==> config.mk <==
export PLATFORM = sky130hd
export DESIGN_NAME = rx_message_buffer
export DESIGN_NICKNAME = d
export VERILOG_FILES = /design/src/rtl/rx_buf_pkg.sv /design/src/rtl/rx_buf_ram.sv /design/src/rtl/rx_message_buffer.sv
export SDC_FILE = /design/constraint.sdc
export NUM_CORES = 2
export LEC_CHECK = 0
export ABC_CLOCK_PERIOD_IN_PS = 4550
export BUFFER_PORTS_ARGS = -buffer_cell sky130_fd_sc_hd__clkbuf_2
export CORE_MARGIN = 3
export CORE_UTILIZATION = 55
export DETAILED_ROUTE_END_ITERATION = 12
export GPL_TIMING_DRIVEN = 0
export HOLD_SLACK_MARGIN = 0.08
export PLACE_DENSITY = 0.78
export SLEW_MARGIN = 20
export SYNTH_ARGS = -nofsm -noshare
export SYNTH_HDL_FRONTEND = slang
export SYNTH_SLANG_ARGS = --single-unit
==> constraint.sdc <==
create_clock -name clk -period 4.55 [get_ports clk]
set_input_delay 0.455 -clock clk [delete_from_list [all_inputs] [get_ports clk]]
set_output_delay 0.455 -clock clk [all_outputs]
set_load 0.02 [all_outputs]
==> src/rtl/rx_buf_pkg.sv <==
// Shared types and sizing helpers for the receive message buffer.
package rx_buf_pkg;

  // Write-handshake FSM states.
  typedef enum logic [1:0] {
    IDLE     = 2'd0,
    WRITE    = 2'd1,
    ACK      = 2'd2,
    WAIT_LOW = 2'd3
  } wr_state_e;

  localparam int unsigned BYTE_W     = 8;
  localparam int unsigned RX_ADDR_W  = 16;
  localparam int unsigned RX_LEN_W   = 16;
  localparam int unsigned ADDR_W_DEF = 8;

  // Buffer depth in bytes for a given address width.
  function automatic int unsigned ram_depth(input int unsigned addr_w);
    return 32'(1) << addr_w;
  endfunction

  localparam int unsigned RAM_DEPTH_DEF = ram_depth(ADDR_W_DEF);

  // Saturation value of the written-byte counter.
  localparam logic [RX_LEN_W-1:0] WCNT_SAT = '1;

endpackage

==> src/rtl/rx_buf_ram.sv <==
// Simple dual-port byte RAM: one write port, one registered read port.
module rx_buf_ram
  import rx_buf_pkg::*;
#(
  parameter int unsigned ADDR_W = ADDR_W_DEF
) (
  input  logic              clk,
  input  logic              rst_l,
  input  logic              i_wr_en,
  input  logic [ADDR_W-1:0] i_wr_addr,
  input  logic [BYTE_W-1:0] i_wr_data,
  input  logic [ADDR_W-1:0] i_rd_addr,
  output logic [BYTE_W-1:0] o_rd_data
);

  localparam int unsigned DEPTH = ram_depth(ADDR_W);

  logic [BYTE_W-1:0] r_mem [DEPTH];
  logic [BYTE_W-1:0] r_rd_data;

  // Storage array, no reset so it maps onto a RAM macro.
  always_ff @(posedge clk) begin
    if (i_wr_en) r_mem[i_wr_addr] <= i_wr_data;
  end

  // Registered read port, cleared by reset so the output starts at zero.
  always_ff @(posedge clk or negedge rst_l) begin
    if (!rst_l) r_rd_data <= '0;
    else        r_rd_data <= r_mem[i_rd_addr];
  end

  assign o_rd_data = r_rd_data;

endmodule

==> src/rtl/rx_message_buffer.sv <==
// Single-message receive buffer: acknowledges every receiver write, stores
// the message, and publishes it to the host only when it ends cleanly.
module rx_message_buffer
  import rx_buf_pkg::*;
#(
  parameter int unsigned ADDR_W = ADDR_W_DEF,
  parameter int unsigned ERR_W  = 8
) (
  input  logic                 clk,
  input  logic                 rst_l,
  input  logic [BYTE_W-1:0]    rx_flag,
  input  logic [RX_LEN_W-1:0]  rx_byte_number,
  input  logic                 rx_flag_byte_number_rd_en,
  input  logic                 rx_ram_req_wr,
  output logic                 rx_ram_rdy_wr,
  input  logic [RX_ADDR_W-1:0] rx_ram_addr,
  input  logic [BYTE_W-1:0]    rx_ram_data,
  input  logic                 rx_end_message,
  input  logic                 rx_message_right,
  input  logic                 rx_end_message_line,
  output logic                 msg_valid,
  output logic [BYTE_W-1:0]    msg_flag,
  output logic [RX_LEN_W-1:0]  msg_len,
  output logic                 msg_line,
  input  logic [ADDR_W-1:0]    msg_rd_addr,
  output logic [BYTE_W-1:0]    msg_rd_data,
  input  logic                 msg_ack,
  output logic [ERR_W-1:0]     err_cnt,
  output logic [ERR_W-1:0]     drop_cnt
);

  localparam int unsigned      DEPTH   = ram_depth(ADDR_W);
  localparam logic [ERR_W-1:0] ERR_SAT = '1;

  wr_state_e r_state, w_state_nxt;
  logic      r_rdy_wr;

  logic [BYTE_W-1:0]   r_sh_flag;
  logic [RX_LEN_W-1:0] r_sh_len;
  logic [RX_LEN_W-1:0] r_wcnt;
  logic                r_ovf;
  logic                r_mid;
  logic                r_occ;

  logic                r_msg_valid;
  logic [BYTE_W-1:0]   r_msg_flag;
  logic [RX_LEN_W-1:0] r_msg_len;
  logic                r_msg_line;
  logic [ERR_W-1:0]    r_err_cnt;
  logic [ERR_W-1:0]    r_drop_cnt;

  logic w_in_write, w_in_range, w_commit, w_good, w_drop;

  assign w_in_write = (r_state == WRITE);
  assign w_in_range = (32'(rx_ram_addr) < DEPTH);
  assign w_commit   = w_in_write && !r_msg_valid && w_in_range;
  assign w_good     = r_mid && rx_message_right && !r_ovf && !r_occ && (r_wcnt == r_sh_len);
  assign w_drop     = r_mid && rx_message_right && r_occ;

  // Write-handshake state register; ack is high for the cycle spent in ACK.
  always_ff @(posedge clk or negedge rst_l) begin
    if (!rst_l) begin
      r_state  <= IDLE;
      r_rdy_wr <= 1'b0;
    end else begin
      r_state  <= w_state_nxt;
      r_rdy_wr <= w_in_write;
    end
  end

  // Next-state: one write per request, then wait for the request to drop.
  always_comb begin
    w_state_nxt = r_state;
    unique case (r_state)
      IDLE:     if (rx_ram_req_wr) w_state_nxt = WRITE;
      WRITE:    w_state_nxt = ACK;
      ACK:      w_state_nxt = WAIT_LOW;
      WAIT_LOW: if (!rx_ram_req_wr) w_state_nxt = IDLE;
      default:  w_state_nxt = IDLE;
    endcase
  end

  // Per-message shadow descriptor, overflow flag and written-byte count.
  always_ff @(posedge clk or negedge rst_l) begin
    if (!rst_l) begin
      r_sh_flag <= '0;
      r_sh_len  <= '0;
      r_wcnt    <= '0;
      r_ovf     <= 1'b0;
      r_mid     <= 1'b0;
      r_occ     <= 1'b0;
    end else if (rx_flag_byte_number_rd_en) begin
      r_sh_flag <= rx_flag;
      r_sh_len  <= rx_byte_number;
      r_wcnt    <= '0;
      r_ovf     <= 1'b0;
      r_mid     <= 1'b1;
      r_occ     <= r_msg_valid;
    end else begin
      if (w_commit && (r_wcnt != WCNT_SAT)) r_wcnt <= r_wcnt + RX_LEN_W'(1);
      if (w_in_write && !w_in_range)        r_ovf  <= 1'b1;
      if (rx_end_message)                   r_mid  <= 1'b0;
    end
  end

  // Host-visible message state: publish on a good end, release on ack.
  always_ff @(posedge clk or negedge rst_l) begin
    if (!rst_l) begin
      r_msg_valid <= 1'b0;
      r_msg_flag  <= '0;
      r_msg_len   <= '0;
      r_msg_line  <= 1'b0;
    end else if (rx_end_message && w_good) begin
      r_msg_valid <= 1'b1;
      r_msg_flag  <= r_sh_flag;
      r_msg_len   <= r_sh_len;
      r_msg_line  <= rx_end_message_line;
    end else if (msg_ack && r_msg_valid) begin
      r_msg_valid <= 1'b0;
    end
  end

  // Saturating error and drop counters.
  always_ff @(posedge clk or negedge rst_l) begin
    if (!rst_l) begin
      r_err_cnt  <= '0;
      r_drop_cnt <= '0;
    end else if (rx_end_message && !w_good) begin
      if (w_drop) begin
        if (r_drop_cnt != ERR_SAT) r_drop_cnt <= r_drop_cnt + ERR_W'(1);
      end else begin
        if (r_err_cnt != ERR_SAT) r_err_cnt <= r_err_cnt + ERR_W'(1);
      end
    end
  end

  rx_buf_ram #(.ADDR_W(ADDR_W)) u_ram (
    .clk       (clk),
    .rst_l     (rst_l),
    .i_wr_en   (w_commit),
    .i_wr_addr (rx_ram_addr[ADDR_W-1:0]),
    .i_wr_data (rx_ram_data),
    .i_rd_addr (msg_rd_addr),
    .o_rd_data (msg_rd_data)
  );

  assign rx_ram_rdy_wr = r_rdy_wr;
  assign msg_valid     = r_msg_valid;
  assign msg_flag      = r_msg_flag;
  assign msg_len       = r_msg_len;
  assign msg_line      = r_msg_line;
  assign err_cnt       = r_err_cnt;
  assign drop_cnt      = r_drop_cnt;

endmodule

==> summary.txt, run 1 <==
IO buf count -> 108
Status -> did not finish
Synth Cell Area -> 0.0835 mm2
Post-DP HPWL -> 155 mm
Asr flop ratio synth -> 4.48%
Number of synthesized register bits -> 2144
Grt ovf -> 0
Synthesized Nets -> 3985
Synth area leaders -> edfxtp_1, mux4_2, dfrtp_1, mux2i_1, nor2_1
Syn_area_per_cell -> 21.3 um2
Final GP Congestion -> 0.966
GRT Overall Usage -> 31.3%
Root Driver -> clkbuf_16
Post-synth EDFFs -> 2048
Initial antenna violation count -> 14
Synth area leader -> edfxtp_1
Prevailing post-synth register cell -> edfxtp_1
Clock buffer depth -> 3
Clock sinks -> 2144
Synth top area share -> 73.7%
DP Cell Count -> 6054
Unique masters post-synth -> 54
Die height -> 396 um
Largest net degree at the start of global routing -> 144
Cells after Synth -> 3913
TritonCTS Buffers -> 201
Vias in the first global route -> 44300
Site row count -> 142
Post-GRT worst EP -> u_ram.o_rd_data[1]$_DFF_PN0_/D
Starting density of the core -> 55.5%
First-pass GRT wire length -> 339 mm
Clock H-tree levels -> 4
Sequential-to-total area share from yosys stat -> 76.6%
I/O pin count -> 115
Halt Stage -> detailed routing (5_2_route)
Warning count from the yosys run -> 0
Worst_ep kind -> register data pin
Die Wd -> 396 um
Log Error -> [ERROR DRT-1231] Pin _2121_/S0 does not have access point
## what timing repair did
| action | in CTS | in global routing |
|---|---|---|
| resized for setup | 2 | 1 |
| buffers inserted | 0 | 2 |
| setup endpoints to repair | 24 | 938 |
| hold endpoints to repair | 150 | 0 |
| hold buffers | 39 | 0 |
| pin swaps | 0 | 1 |
## stage by stage
stage	util (%)	setup slack (ns)	instance area, um2
3_5_place_dp	57.9	-0.781	87100
4_1_cts	62.4	-0.0150	93800
3_3_place_gp	57.6	-0.693	86500
5_1_grt	62.4	0.156	93800
2_1_floorplan	-	1.91	83500
## synthesized netlist by cell type (9+ instances only)
master	number
xor2_1	38
buf_1	21
o22ai_1	56
o21ai_0	18
and3_1	14
o221ai_1	50
mux2i_1	176
mux4_2	515
nand2_1	69
nand4_1	10
buf_4	19
clkbuf_1	97
buf_6	32
nor4_1	10
nor3_1	43
edfxtp_1	2048
dfrtp_1	96
nand3_1	31
a22o_1	9
a21oi_1	36
buf_2	46
mux2_2	61
nor2_1	309
## cell families after synthesis
logic type	Yosys count	synth area share, %
AOI/OAI and AO/OA	222	1.89
xor gates and xnor gates	43	0.451
muxes	752	16.8
DFF	2144	76.6
buffers and inverters	224	1.45
adders and majority gates	8	0.120
and+or+nand+nor	520	2.69
## layer usage
metal  global-route usage (%)
met5                        0
met4                     18.0
met1                     40.4
met3                     11.0
met2                     46.5
==> run 2: changes to the inputs <==
- CORE_UTILIZATION: 55 -> 40
- HOLD_SLACK_MARGIN: 0.08 -> unset
- PLACE_DENSITY: 0.78 -> unset
- PLACE_DENSITY_LB_ADDON: unset -> 0.15
==> summary.txt, run 2 <==
Final setup vio count -> 4
CTS tree -> yes
Clk Latency, worst-skew pair -> 0.88 ns
Highest cell delay on the worst timing path -> 1.08 ns
Final net count -> 4385
Bufs and invs on worst path -> 5
Final WL -> 266 mm
Final Hold Violating Endpoints -> 0
Slew headroom -> 10.9%
Clk slew on worst S/H paths -> 0.06 ns
Setup ws final -> -0.224 ns
Max FFs per register -> 2048
Top reg by flops -> u_ram.r_mem
Startpoint types -> input pin
Via count -> 43100
Crit path cell chain -> buf_2, buf_2, buf_2, nand2_1, clkbuf_1, o221ai_1, a21oi_1, nor3_1, a211oi_1, nor4_2, buf_4
WP data required -> 5.34 ns
Sequential-to-total area share from yosys stat -> 76.6% (unchanged)
Lkg Pwr -> 0.0307 uW
Setup TNS -> -0.597 ns
Xor/xnor share of the synthesized area -> 0.451% (unchanged)
Synth area leader -> edfxtp_1
Simple-gate share of the synthesized area -> 2.69% (unchanged)
Synth top area share -> 73.7% (unchanged)
Slew Limit Fails -> 0
Largest net degree at the start of global routing -> 126 (-13%)
Prevailing post-synth register cell -> edfxtp_1
Post-layout util -> 46.3%
Warning count from the yosys run -> 0 (unchanged)
Final Cycle Share -> 105%
Die height -> 463 um (+17%)
Asr flop ratio synth -> 4.48% (unchanged)
Largest family of logic cells by synthesized area -> multiplexers
DRC viols -> 0
Synth Area in Compound Gates -> 1.89% (unchanged)
Vias per inst -> 5.91
Peak supply drop -> 0.404 mV
Routed len/inst -> 36.4 um
TritonCTS Buffers -> 220 (+9.5%)
CP max FO -> 10
Max Clock Freq -> 209 MHz
Unique masters post-synth -> 54 (unchanged)
Number of synthesized register bits -> 2144 (unchanged)
Max-cap viol count -> 0
Synthesized Nets -> 3985 (unchanged)
Clock H-tree levels -> 4 (unchanged)
Vias in the first global route -> 42600 (-3.8%)
Worst slew pin tran -> 1.33 ns
I/O pin count -> 115 (unchanged)
P&R area growth vs syn -> 15.0%
DR iter-0 viols -> 5526
Post-synthesis mux area share -> 16.8% (unchanged)
Top Family by Delay on Critical Path -> simple AND/OR/NAND/NOR gates
Site row count -> 167 (+18%)
Worst endpoint data arrival time -> 5.56 ns
Power Dens Cells -> 441 mW/mm2
Most common cell after layout, fill and taps aside -> edfxtp_1
Post-DP HPWL -> 178 mm (+15%)
Layout cells sized above 1 -> 26.7%
IO buf count -> 108 (unchanged)
Synth Cell Area -> 0.0835 mm2 (unchanged)
RSZ-0062 raised after global routing -> no
CP max stage cell -> nor3_1
Cells after Synth -> 3913 (unchanged)
CP Capture Type -> flip-flop
Worst Skew -> 0.0382 ns
Reg2Reg Setup Slack -> 0.52 ns
First-pass GRT wire length -> 362 mm (+6.9%)
Grt ovf -> 0 (unchanged)
Post-synthesis adder-cell area fraction -> 0.120% (unchanged)
Clock sinks -> 2144 (unchanged)
Status -> finished with violations
Commonest non-fill, non-tap cells in the layout -> edfxtp_1, mux4_2, nor2_1
GRT Overall Usage -> 24.6% (-6.7 points)
Fin crit period -> 4.77 ns
Core ar. -> 0.207 mm2
ANT nets after route -> 0
Commonest cells post-synth -> edfxtp_1, mux4_2, nor2_1, mux2i_1, clkbuf_1
Die Wd -> 463 um (+17%)
Root Driver -> clkbuf_16
Post-synth EDFFs -> 2048 (unchanged)
CP Class -> input pin to flip-flop
Starting density of the core -> 40.3% (-15 points)
Clock buffer depth -> 3 (unchanged)
Final GP Congestion -> 0.915 (-5.3%)
Synth area leaders -> edfxtp_1, mux4_2, dfrtp_1, mux2i_1, nor2_1
Count leader, synth -> edfxtp_1
Most used cell along the critical path -> buf_2
Syn_area_per_cell -> 21.3 um2 (unchanged)
Initial antenna violation count -> 9 (-5)
HP Class -> input pin to flip-flop
Die area -> 0.214 mm2
1st-pass router iterations -> 8
Failing checks -> setup timing
-- run 2: cell counts after synthesis --
Identical to the previous run, type by type.
-- run 2: layer usage --
metal | part of all wire [%] | global-route usage [%] | vias up
li1 | - | - | 17100
met1 | 41 | 34.3 | 23600
met2 | 47 | 38.9 | 1940
met3 | 7.7 | 4.74 | 396
met4 | 3.7 | 8.47 | 2
met5 | 0.040 | 0.357 | -
-- run 2: logic make-up after synthesis --
logic type	count (synthesis)
flops	2144
mux	752
simple gates	520
buf+inv	224
compound gates	222
xor+xnor	43
fa+ha+maj	8
-- run 2: final timing paths --
check,startpoint,endpoint,cells after the start
setup / recovery,msg_rd_addr[1],u_ram.o_rd_data[7],11
hold / removal,rx_ram_data[4],u_ram.r_mem[155][4],1
setup reg to reg,r_state[1],u_ram.r_mem[120][3],8
hold reg to reg,err_cnt[5],err_cnt[5],1
max in group asynchronous,rst_l,msg_flag[2],3
min in group asynchronous,rst_l,drop_cnt[6],3
-- run 2: area by class of cell --
| class | instances | area [um2] |
|---|---|---|
| fillers | 17500 | 111000 |
| flip-flops and latches | 2144 | 63900 |
| multi-input cells | 1545 | 18400 |
| clock buffers | 289 | 5810 |
| well taps | 2788 | 3490 |
| repair buffers | 178 | 1840 |
| clock inverters | 120 | 1260 |
| plain buffers | 215 | 1240 |
| inverters | 9 | 33.8 |
| diodes | 2 | 5.00 |
-- run 2: through the flow --
stage	total power, uW	worst slack, ns	cells	area [um2]	hold WS (ns)
floorplan	23400	1.91	3913	83500	0.159
global placement	24800	-2.10	6809	87500	0.474
detailed placement	24800	-1.02	6843	88500	0.334
CTS	42600	0.0476	7288	96000	0.00684
global route	43500	0.00892	7290	96000	0.0413
finish	42300	-0.224	7290	96000	0.0687
-- run 2: worst reg2reg max path, cell delays in order, from the launching register on --
cell,delay (ns)
dfrtp_1,0.41
inv_1,0.12
ha_1,0.22
nand4_1,0.10
buf_4,0.23
nor3b_1,0.52
nand3_1,0.50
clkbuf_1,0.67
nor2_1,0.88
-- run 2: where the power goes --
| part | switching [uW] | internal (uW) | total, uW |
|---|---|---|---|
| combinational | 1800 | 877 | 2670 |
| clock | 7760 | 10100 | 17900 |
| sequential | 78.8 | 21700 | 21800 |
-- run 2: timing repair --
item / 4_1_cts / 5_1_grt
endpoints found under the setup margin: 566 / 1
setup buffers: 3 / 0
gates resized for setup: 10 / 1
pin swaps: 1 / 0
hold buffers: 33 / 0
hold endpoints to repair: 126 / 0
Note: power is estimated with default switching activity, not from simulation.
